<file path="config.mk">
export PLATFORM = sky130hd
export DESIGN_NAME = ccff_chain_loader_flat
export DESIGN_NICKNAME = d
export VERILOG_FILES = /design/src/rtl/ccff_chain_loader_pkg.sv /design/src/rtl/ccff_chain_loader_if.sv /design/src/rtl/ccff_word_serializer.sv /design/src/rtl/ccff_chain_loader.sv /design/src/flat_wrapper.sv
export SDC_FILE = /design/constraint.sdc
export NUM_CORES = 1
export LEC_CHECK = 0
export CAP_MARGIN = 20
export CORE_MARGIN = 4
export CORE_UTILIZATION = 40
export CTS_BUF_LIST = sky130_fd_sc_hd__clkbuf_4 sky130_fd_sc_hd__clkbuf_8
export CTS_CLUSTER_SIZE = 20
export DETAILED_ROUTE_END_ITERATION = 7
export PLACE_DENSITY = 0.62
export SETUP_SLACK_MARGIN = 0.4
export SYNTH_ARGS = -nofsm -noshare
export SYNTH_HDL_FRONTEND = slang
export SYNTH_HIERARCHICAL = 1
export SYNTH_SLANG_ARGS = --single-unit
export TNS_END_PERCENT = 10
</file>
<file path="constraint.sdc">
create_clock -name CK -period 3.4 [get_ports CK]
set_input_delay 1.02 -clock CK [delete_from_list [all_inputs] [get_ports CK]]
set_output_delay 1.02 -clock CK [all_outputs]
set_load 0.05 [all_outputs]
</file>
<file path="src/rtl/ccff_chain_loader_pkg.sv">
// Shared types and sizing helpers for the configuration-chain loader.
// Latency: none (types and constant functions only).
// Backpressure: n/a.
package ccff_loader_pkg;

  typedef enum logic [1:0] {
    IDLE   = 2'd0,
    SHIFT  = 2'd1,
    LOADED = 2'd2
  } state_t;

  // Words needed to cover the whole chain (last one may be partial).
  function automatic int num_words(input int chain_len, input int data_w);
    return (chain_len + data_w - 1) / data_w;
  endfunction

  // bits_left must hold CHAIN_LEN itself, hence the +1.
  function automatic int bits_left_w(input int chain_len);
    return $clog2(chain_len + 1);
  endfunction

  function automatic int words_left_w(input int chain_len, input int data_w);
    return $clog2(num_words(chain_len, data_w) + 1);
  endfunction

  // Bits taken from the final word; a zero remainder means a full word.
  function automatic int last_word_bits(input int chain_len, input int data_w);
    int rem;
    rem = chain_len % data_w;
    return (rem == 0) ? data_w : rem;
  endfunction

endpackage

</file>
<file path="src/rtl/ccff_chain_loader_if.sv">
// Configuration word stream between a bitstream source and the loader.
// Latency: none (wires only).
// Backpressure: word moves on a cycle with in_valid && in_ready.
interface ccff_chain_loader_if #(
  parameter int DATA_W = 8
);
  logic [DATA_W-1:0] in_data;
  logic              in_valid;
  logic              in_ready;

  modport master (output in_data, output in_valid, input in_ready);
  modport slave  (input in_data, input in_valid, output in_ready);
endinterface

</file>
<file path="src/rtl/ccff_word_serializer.sv">
// Holds one configuration word and emits it LSB-first, one bit per cycle.
// Latency: a word loaded at edge t presents bit 0 during cycle t+1.
// Backpressure: caller may load only when empty or on the held word's last bit.
module ccff_word_serializer
  import ccff_loader_pkg::*;
#(
  parameter int CHAIN_LEN = 64,
  parameter int DATA_W    = 8
) (
  input  logic              CK,
  input  logic              RST,
  input  logic              load,
  input  logic              load_last,
  input  logic [DATA_W-1:0] load_data,
  output logic              bit_out,
  output logic              bit_valid,
  output logic              last_bit
);

  localparam int             CW       = $clog2(DATA_W + 1);
  localparam logic [CW-1:0]  FULL_CNT = CW'(DATA_W);
  localparam logic [CW-1:0]  LAST_CNT = CW'(last_word_bits(CHAIN_LEN, DATA_W));

  logic [DATA_W-1:0] sreg;
  logic [CW-1:0]     cnt;
  logic              occ;

  // Load a new word (truncated count on the last one) or shift the held word out.
  always_ff @(posedge CK or posedge RST) begin
    if (RST) begin
      sreg <= '0;
      cnt  <= '0;
      occ  <= 1'b0;
    end else if (load) begin
      sreg <= load_data;
      cnt  <= load_last ? LAST_CNT : FULL_CNT;
      occ  <= 1'b1;
    end else if (occ) begin
      sreg <= sreg >> 1;
      cnt  <= cnt - CW'(1);
      if (cnt == CW'(1)) occ <= 1'b0;
    end
  end

  assign bit_out   = sreg[0];
  assign bit_valid = occ;
  assign last_bit  = occ && (cnt == CW'(1));

endmodule

</file>
<file path="src/rtl/ccff_chain_loader.sv">
// Loads CHAIN_LEN bits LSB-first into a scan/configure DFF chain, then raises cfge.
// Latency: accept at edge t -> bit on chain_si during t+1; cfge CHAIN_LEN+1 cycles after first accept.
// Backpressure: in_ready only in SHIFT with words outstanding and the word register draining.
module ccff_chain_loader
  import ccff_loader_pkg::*;
#(
  parameter int CHAIN_LEN = 64,
  parameter int DATA_W    = 8
) (
  input  logic                 CK,
  input  logic                 RST,
  input  logic                 start,
  ccff_chain_loader_if.slave   bus,
  output logic                 chain_si,
  output logic                 chain_se,
  output logic                 cfge,
  output logic                 busy,
  output logic                 done,
  output logic                 error
);

  localparam int               BLW        = bits_left_w(CHAIN_LEN);
  localparam int               WLW        = words_left_w(CHAIN_LEN, DATA_W);
  localparam logic [BLW-1:0]   BITS_INIT  = BLW'(CHAIN_LEN);
  localparam logic [WLW-1:0]   WORDS_INIT = WLW'(num_words(CHAIN_LEN, DATA_W));

  state_t         state;
  logic [BLW-1:0] bits_left;
  logic [WLW-1:0] words_left;
  logic           done_q;
  logic           error_q;

  logic ser_bit;
  logic ser_vld;
  logic ser_last;
  logic in_ready_int;
  logic accept;

  // Ready depends only on registered state, so no input reaches an output combinationally.
  assign in_ready_int = (state == SHIFT) && (words_left != '0) && (!ser_vld || ser_last);
  assign accept       = bus.in_valid && in_ready_int;
  assign bus.in_ready = in_ready_int;

  ccff_word_serializer #(
    .CHAIN_LEN (CHAIN_LEN),
    .DATA_W    (DATA_W)
  ) u_ser (
    .CK        (CK),
    .RST       (RST),
    .load      (accept),
    .load_last (words_left == WLW'(1)),
    .load_data (bus.in_data),
    .bit_out   (ser_bit),
    .bit_valid (ser_vld),
    .last_bit  (ser_last)
  );

  // Load FSM: counts words accepted and bits shifted, flags start while busy.
  always_ff @(posedge CK or posedge RST) begin
    if (RST) begin
      state      <= IDLE;
      bits_left  <= '0;
      words_left <= '0;
      done_q     <= 1'b0;
      error_q    <= 1'b0;
    end else begin
      done_q <= 1'b0;
      if (accept)  words_left <= words_left - WLW'(1);
      if (ser_vld) bits_left  <= bits_left - BLW'(1);
      case (state)
        IDLE, LOADED: begin
          if (start) begin
            state      <= SHIFT;
            bits_left  <= BITS_INIT;
            words_left <= WORDS_INIT;
            error_q    <= 1'b0;
          end
        end
        SHIFT: begin
          // A start on the final shift cycle still counts as busy.
          if (start) error_q <= 1'b1;
          if (ser_vld && (bits_left == BLW'(1))) begin
            state  <= LOADED;
            done_q <= 1'b1;
          end
        end
        default: state <= IDLE;
      endcase
    end
  end

  // Chain holds whenever the word register is empty.
  assign chain_se = ser_vld;
  assign chain_si = ser_vld & ser_bit;
  assign busy     = (state == SHIFT);
  assign cfge     = (state == LOADED);
  assign done     = done_q;
  assign error    = error_q;

endmodule

</file>
<file path="src/flat_wrapper.sv">
// flat-port wrapper written by rule: the top's interface ports become plain ports
module ccff_chain_loader_flat import ccff_loader_pkg::*;
#(
  parameter int CHAIN_LEN = 64,
  parameter int DATA_W    = 8
)
  (CK, RST, start, chain_si, chain_se, cfge, busy, done, error, bus_in_data, bus_in_valid, bus_in_ready);
  ccff_chain_loader_if #(.DATA_W(DATA_W)) bus_i ();
  input  logic CK;
  input  logic RST;
  input  logic start;
  output logic chain_si;
  output logic chain_se;
  output logic cfge;
  output logic busy;
  output logic done;
  output logic error;
  input wire logic [$bits(bus_i.in_data)-1:0] bus_in_data;
  input wire logic [$bits(bus_i.in_valid)-1:0] bus_in_valid;
  output wire logic [$bits(bus_i.in_ready)-1:0] bus_in_ready;
  assign bus_i.in_data = bus_in_data;
  assign bus_i.in_valid = bus_in_valid;
  assign bus_in_ready = bus_i.in_ready;
  ccff_chain_loader #(.CHAIN_LEN(CHAIN_LEN), .DATA_W(DATA_W)) u_core (.CK(CK), .RST(RST), .start(start), .bus(bus_i), .chain_si(chain_si), .chain_se(chain_se), .cfge(cfge), .busy(busy), .done(done), .error(error));
endmodule
</file>
* Word level (Yosys, flattened, before mapping)
Index checks and enable logic that the tools add are counted.
** Cells by class
- $lt $le $gt $ge :: 0
- Reductions and logical operators :: 14
- Multiplexer cells :: 21
- Divide/modulo/power cells :: 0
- Add/subtract/negate cells :: 3
- Shift operators :: 0
- Multiply operators :: 0
- Bitwise logic cells :: 1
- Eq/ne operators :: 7
** Operators with widths (count)
- 2-to-1 mux 7 bit :: 3
- 2-to-1 mux 4 bit :: 5
- 2-to-1 mux 8 bit :: 2
- subtractor 4 x 1 -> 4 bit, second input constant :: 2
- equality test 7 x 1 -> 1 bit, second input constant :: 1
- 2-to-1 mux 1 bit :: 7
- subtractor 7 x 1 -> 7 bit, second input constant :: 1
- logical AND 1 bit :: 5
- equality test 4 x 1 -> 1 bit, second input constant :: 1
- 2-to-1 mux 2 bit :: 2
- != test 2 bit, second input constant :: 2
- case mux 2 bit (2 select lines) :: 1
- nonzero test 2 bit :: 2
- nonzero test 4 bit :: 1
- AND reduction 3 bit :: 1
- equality test 2 x 1 -> 1 bit, second input constant :: 1
- equality test 2 bit, second input constant :: 1
- zero test 2 bit :: 1
- != test 2 x 1 -> 1 bit, second input constant :: 1
- case mux 1 bit (2 select lines) :: 1
- AND reduction 2 bit :: 1
- OR reduction 2 bit :: 1
- bitwise AND 1 bit :: 1
- zero test 1 bit :: 1
- logical OR 1 bit :: 1
** Word-level totals
- Memories :: 0
- Bits in read-only memories :: 0
- Latch bits :: 0
- RAM bits :: 0
- Word-level logic and storage cells :: 54
- Flip-flop bits (word level) :: 28

* Longest topological paths before layout
- Depth in word-level cells :: 8
- Gate-level depth with buffers :: 9
- Depth with buffers taken out :: 8

* Modules after synthesis
Netlist, hierarchy kept.
** Modules (own cells, without submodules)
- ccff_chain_loader :: sequential area each 375.4 µm², area an instance 803.3 µm², times used 1, cells an instance 79
- ccff_word_serializer :: sequential area each 325.3 µm², area an instance 653.1 µm², times used 1, cells an instance 61

* Worst setup path after synthesis
Ideal clock, no wire load.
- Path kind :: flip-flop to output port
- Start :: reg u_core.u_ser.occ, in the netlist u_core/u_ser/bit_valid
- End :: out bus_in_ready
- Data arrival time :: 1.678 ns
- Stages on the path, launching flop included :: 6
- Slack :: 0.702 ns
- Path through :: dfrtp_1 buf_6 buf_6 inv_1 nor2_1 o211a_1
** On the way
- Cells in the longest elaborated chain, start to end :: 3
** Ends and longest elaborated chain
- from (decl) :: line ccff_word_serializer.sv:26 : logic occ;
- from (signal assigned) :: line ccff_word_serializer.sv:33 : occ <= 1'b0;
- from (signal assigned) :: line ccff_word_serializer.sv:37 : occ <= 1'b1;
- from (signal assigned) :: line ccff_word_serializer.sv:41 : if (cnt == CW'(1)) occ <= 1'b0;
- logical AND 1 bit :: line ccff_word_serializer.sv:47 : assign last_bit = occ && (cnt == CW'(1));
- via u_core.ser_last :: line ccff_chain_loader.sv:35 : logic ser_last;
- logical OR 1 bit :: line ccff_chain_loader.sv:40 : assign in_ready_int = (state == SHIFT) && (words_left != '0) && (!ser_vld || ser_last);
- logical AND 1 bit :: line ccff_chain_loader.sv:40
- to (decl) :: line flat_wrapper.sv:20 : output wire logic [$bits(bus_i.in_ready)-1:0] bus_in_ready;
The timed path passes the listed nets, and every way through them passes these cells.

* Worst setup path in the final report
- Start :: reg u_core.u_ser.cnt[1]
- End :: out bus_in_ready
** On the way
- Cells in the longest elaborated chain, start to end :: 4
** Ends and longest elaborated chain
- from (decl) :: line ccff_word_serializer.sv:25 : logic [CW-1:0] cnt;
- from (signal assigned) :: line ccff_word_serializer.sv:36 : cnt <= load_last ? LAST_CNT : FULL_CNT;
- from (signal assigned) :: line ccff_word_serializer.sv:40 : cnt <= cnt - CW'(1);
- equality test 4 x 1 -> 1 bit :: line ccff_word_serializer.sv:47
- logical AND 1 bit :: line ccff_word_serializer.sv:47
- via u_core.ser_last :: line ccff_chain_loader.sv:35
- logical OR 1 bit :: line ccff_chain_loader.sv:40
- logical AND 1 bit :: line ccff_chain_loader.sv:40
The timed path passes the listed nets, and every way through them passes these cells.

==> flow_summary.toml <==
[sta]
tns_ns = 0
relSlewSlack_pct = 56.6
fin_worst_skew_ns = 0.00720
slew_viol_final = 0
report.final.setup_viol = 0
rsz0062_at_grt = "yes"
worst_pin_slew_ns = 0.649
whs_ns = 0.494
period_needed_ns = 2.91
finalHoldViolCount = 0
fmax_mhz = 344
fin_crit_sh_pct = 85.4

[clocking]
cts_sinks = 28
cts_buffer_depth = 2
clk_pin_slew_ns = 0.14
root_buffer = "clkbuf_4"
clkLatencyLatePin_ns = 0.31
cts_tree = "done"
cts_buffers = 3
cts_hold_buf = 0
htree_levels = 1

[route]
dr.pass1.iters = 4
routed_wl_um = 2440
antenna_left = 0
first_iter_violations = 62
vias_per_cell = 4.86
drc = 0
post_drt_wl_per_cell_um = 12.1
vias = 981

[setup_path]
critPathKind = "reg2out"
crit_fanout = 3
cp_data_required_time_ns = 2.38
worst_setup_path_start_kind = "flop"
endpoint_kind = "output pin"
r2r_cells = 7
reg2reg_slack_ns = 1.17
crit_arrival_ns = 1.89

[power]
power.density_mw_per_mm2 = 843
power_mw = 1.42
internal_power_mw = 0.841
p_sw_share_pct = 40.7
p_clk_share_pct = 10.9
vdd_drop_max_uv = 313
p_comb_share_pct = 46.3
p_sw_mw = 0.578
p_seq_share_pct = 42.7
leakagePower_nw = 0.781

[run_status]
status = "finished, final reports clean"

[yosys]
syn_nets = 155
syn_inst = 138
syn_area_mm2 = 0.00144
ys_warn_count = 6
syn_area_per_cell_um2 = 10.4

[global_routing]
grtUsageTotal_pct = 11.9
grt_max_degree = 23
grt_remaining_overflow = 0
grt_util_met2_pct = 19.4
grt_pass1_wl_um = 4220
use_met1_pct = 15.9
use_met3_pct = 2.46
grt_pass1_vias = 936
antenna_found_initial = 0
busiest_layer = "met2"

[cells_and_area]
final_nets = 174
syn_to_final_growth_pct = 17.2
final-instance-count-excl-fill = 202
final_util_pct = 49.6
diodes = 0
layout-drive-gt1-share_pct = 10.9

[placement]
dpl.cell_count = 198
dp_hpwl_um = 1870
io_buffer_count = 18
gp_congestion = 0.784

[floorplan]
core-area_mm2 = 0.00339
rows = 21
die-area_mm2 = 0.00461
ios = 19
die_h_um = 67.9
start_util_pct = 42.4
dieWidth_um = 67.9

[job]
cap_viol_max_count = 0

[min_path]
holdPathStages = 1
min_path_type = "reg2reg"
-- worst max-delay path, stage by stage (launching register included) --
cell     delay, ns
dfrtp_1       0.43
inv_1         0.08
ha_1          0.13
or3b_1        0.38
nor2_2        0.20
o211a_1       0.17
buf_4         0.19
-- power by group through the flow --
stage,Sequential [mW],Clock (mW),Combinational (mW)
global placement,0.606,0,0.641
CTS,0.608,0.167,0.668
finish,0.606,0.155,0.658
detailed placement,0.615,0,0.663
global route,0.632,0.180,0.735
floorplan,0.603,0,0.528
-- cells in the final DEF (no fill, tap or decap), types with 3 or more instances in the layout --
master and instances:
clkbuf_4 3, clkdlybuf4s50_1 17, dfrtp_1 27, ha_1 5
inv_1 13, mux2i_1 10, nand2_1 15, nand3_1 3
nor2_1 14, o21ai_0 8, xnor2_1 4
-- layer usage --
layer  part of all wire [%]  vias up
met1                     47      470
met4                   0.61        0
li1                       -      495
met3                    3.2        2
met2                     49       14
met5                      0        -
-- cell type report --
cell class | count | area, um^2
clock buffer | 4 | 36.3
fill | 323 | 1710
inverter | 13 | 48.8
multi-input combinational | 92 | 653
sequential | 28 | 702
tap | 46 | 57.6
timing repair buffer | 19 | 185
-- repair_timing --
item                       4_1_cts  5_1_grt
setup endpoints to repair        2        3
setup buffers                    0        0
cloned                           0        0
gates resized for setup          1        1
-- state kept, by name, summed over array words and instances, names as in the netlist --
name	flops
u_core/u_ser/sreg	8
u_core/bits_left	7
u_core/u_ser/cnt	4
u_core/words_left	4
u_core/state	2
u_core/done	1
u_core/error	1
u_core/u_ser/bit_valid	1
-- final timing paths --
| path | start | endpoint |
|---|---|---|
| worst min register to register | u_core/state[1]$_DFFE_PP0P_ | u_core/done$_DFF_PP0_ |
| worst max-delay path | u_core/u_ser/cnt[1]$_DFFE_PP0P_ | bus_in_ready |
| worst min-delay path | u_core/state[1]$_DFFE_PP0P_ | u_core/done$_DFF_PP0_ |
| max in group asynchronous | RST | u_core/bits_left[5]$_DFF_PP0_ |
| worst max register to register | u_core/u_ser/cnt[1]$_DFFE_PP0P_ | u_core/u_ser/sreg[5]$_DFFE_PP0P_ |
| min in group asynchronous | RST | u_core/u_ser/cnt[2]$_DFFE_PP0P_ |
-- through the flow --
| step | cell area, um^2 | worst slack, ns |
|---|---|---|
| 2_1_floorplan | 1440 | 0.702 |
| 3_3_place_gp | 1640 | 0.806 |
| 3_5_place_dp | 1640 | 0.768 |
| 4_1_cts | 1680 | 0.396 |
| 5_1_grt | 1680 | 0.360 |
| 6_report | 1680 | 0.495 |
(Power assumes the default switching activity.)
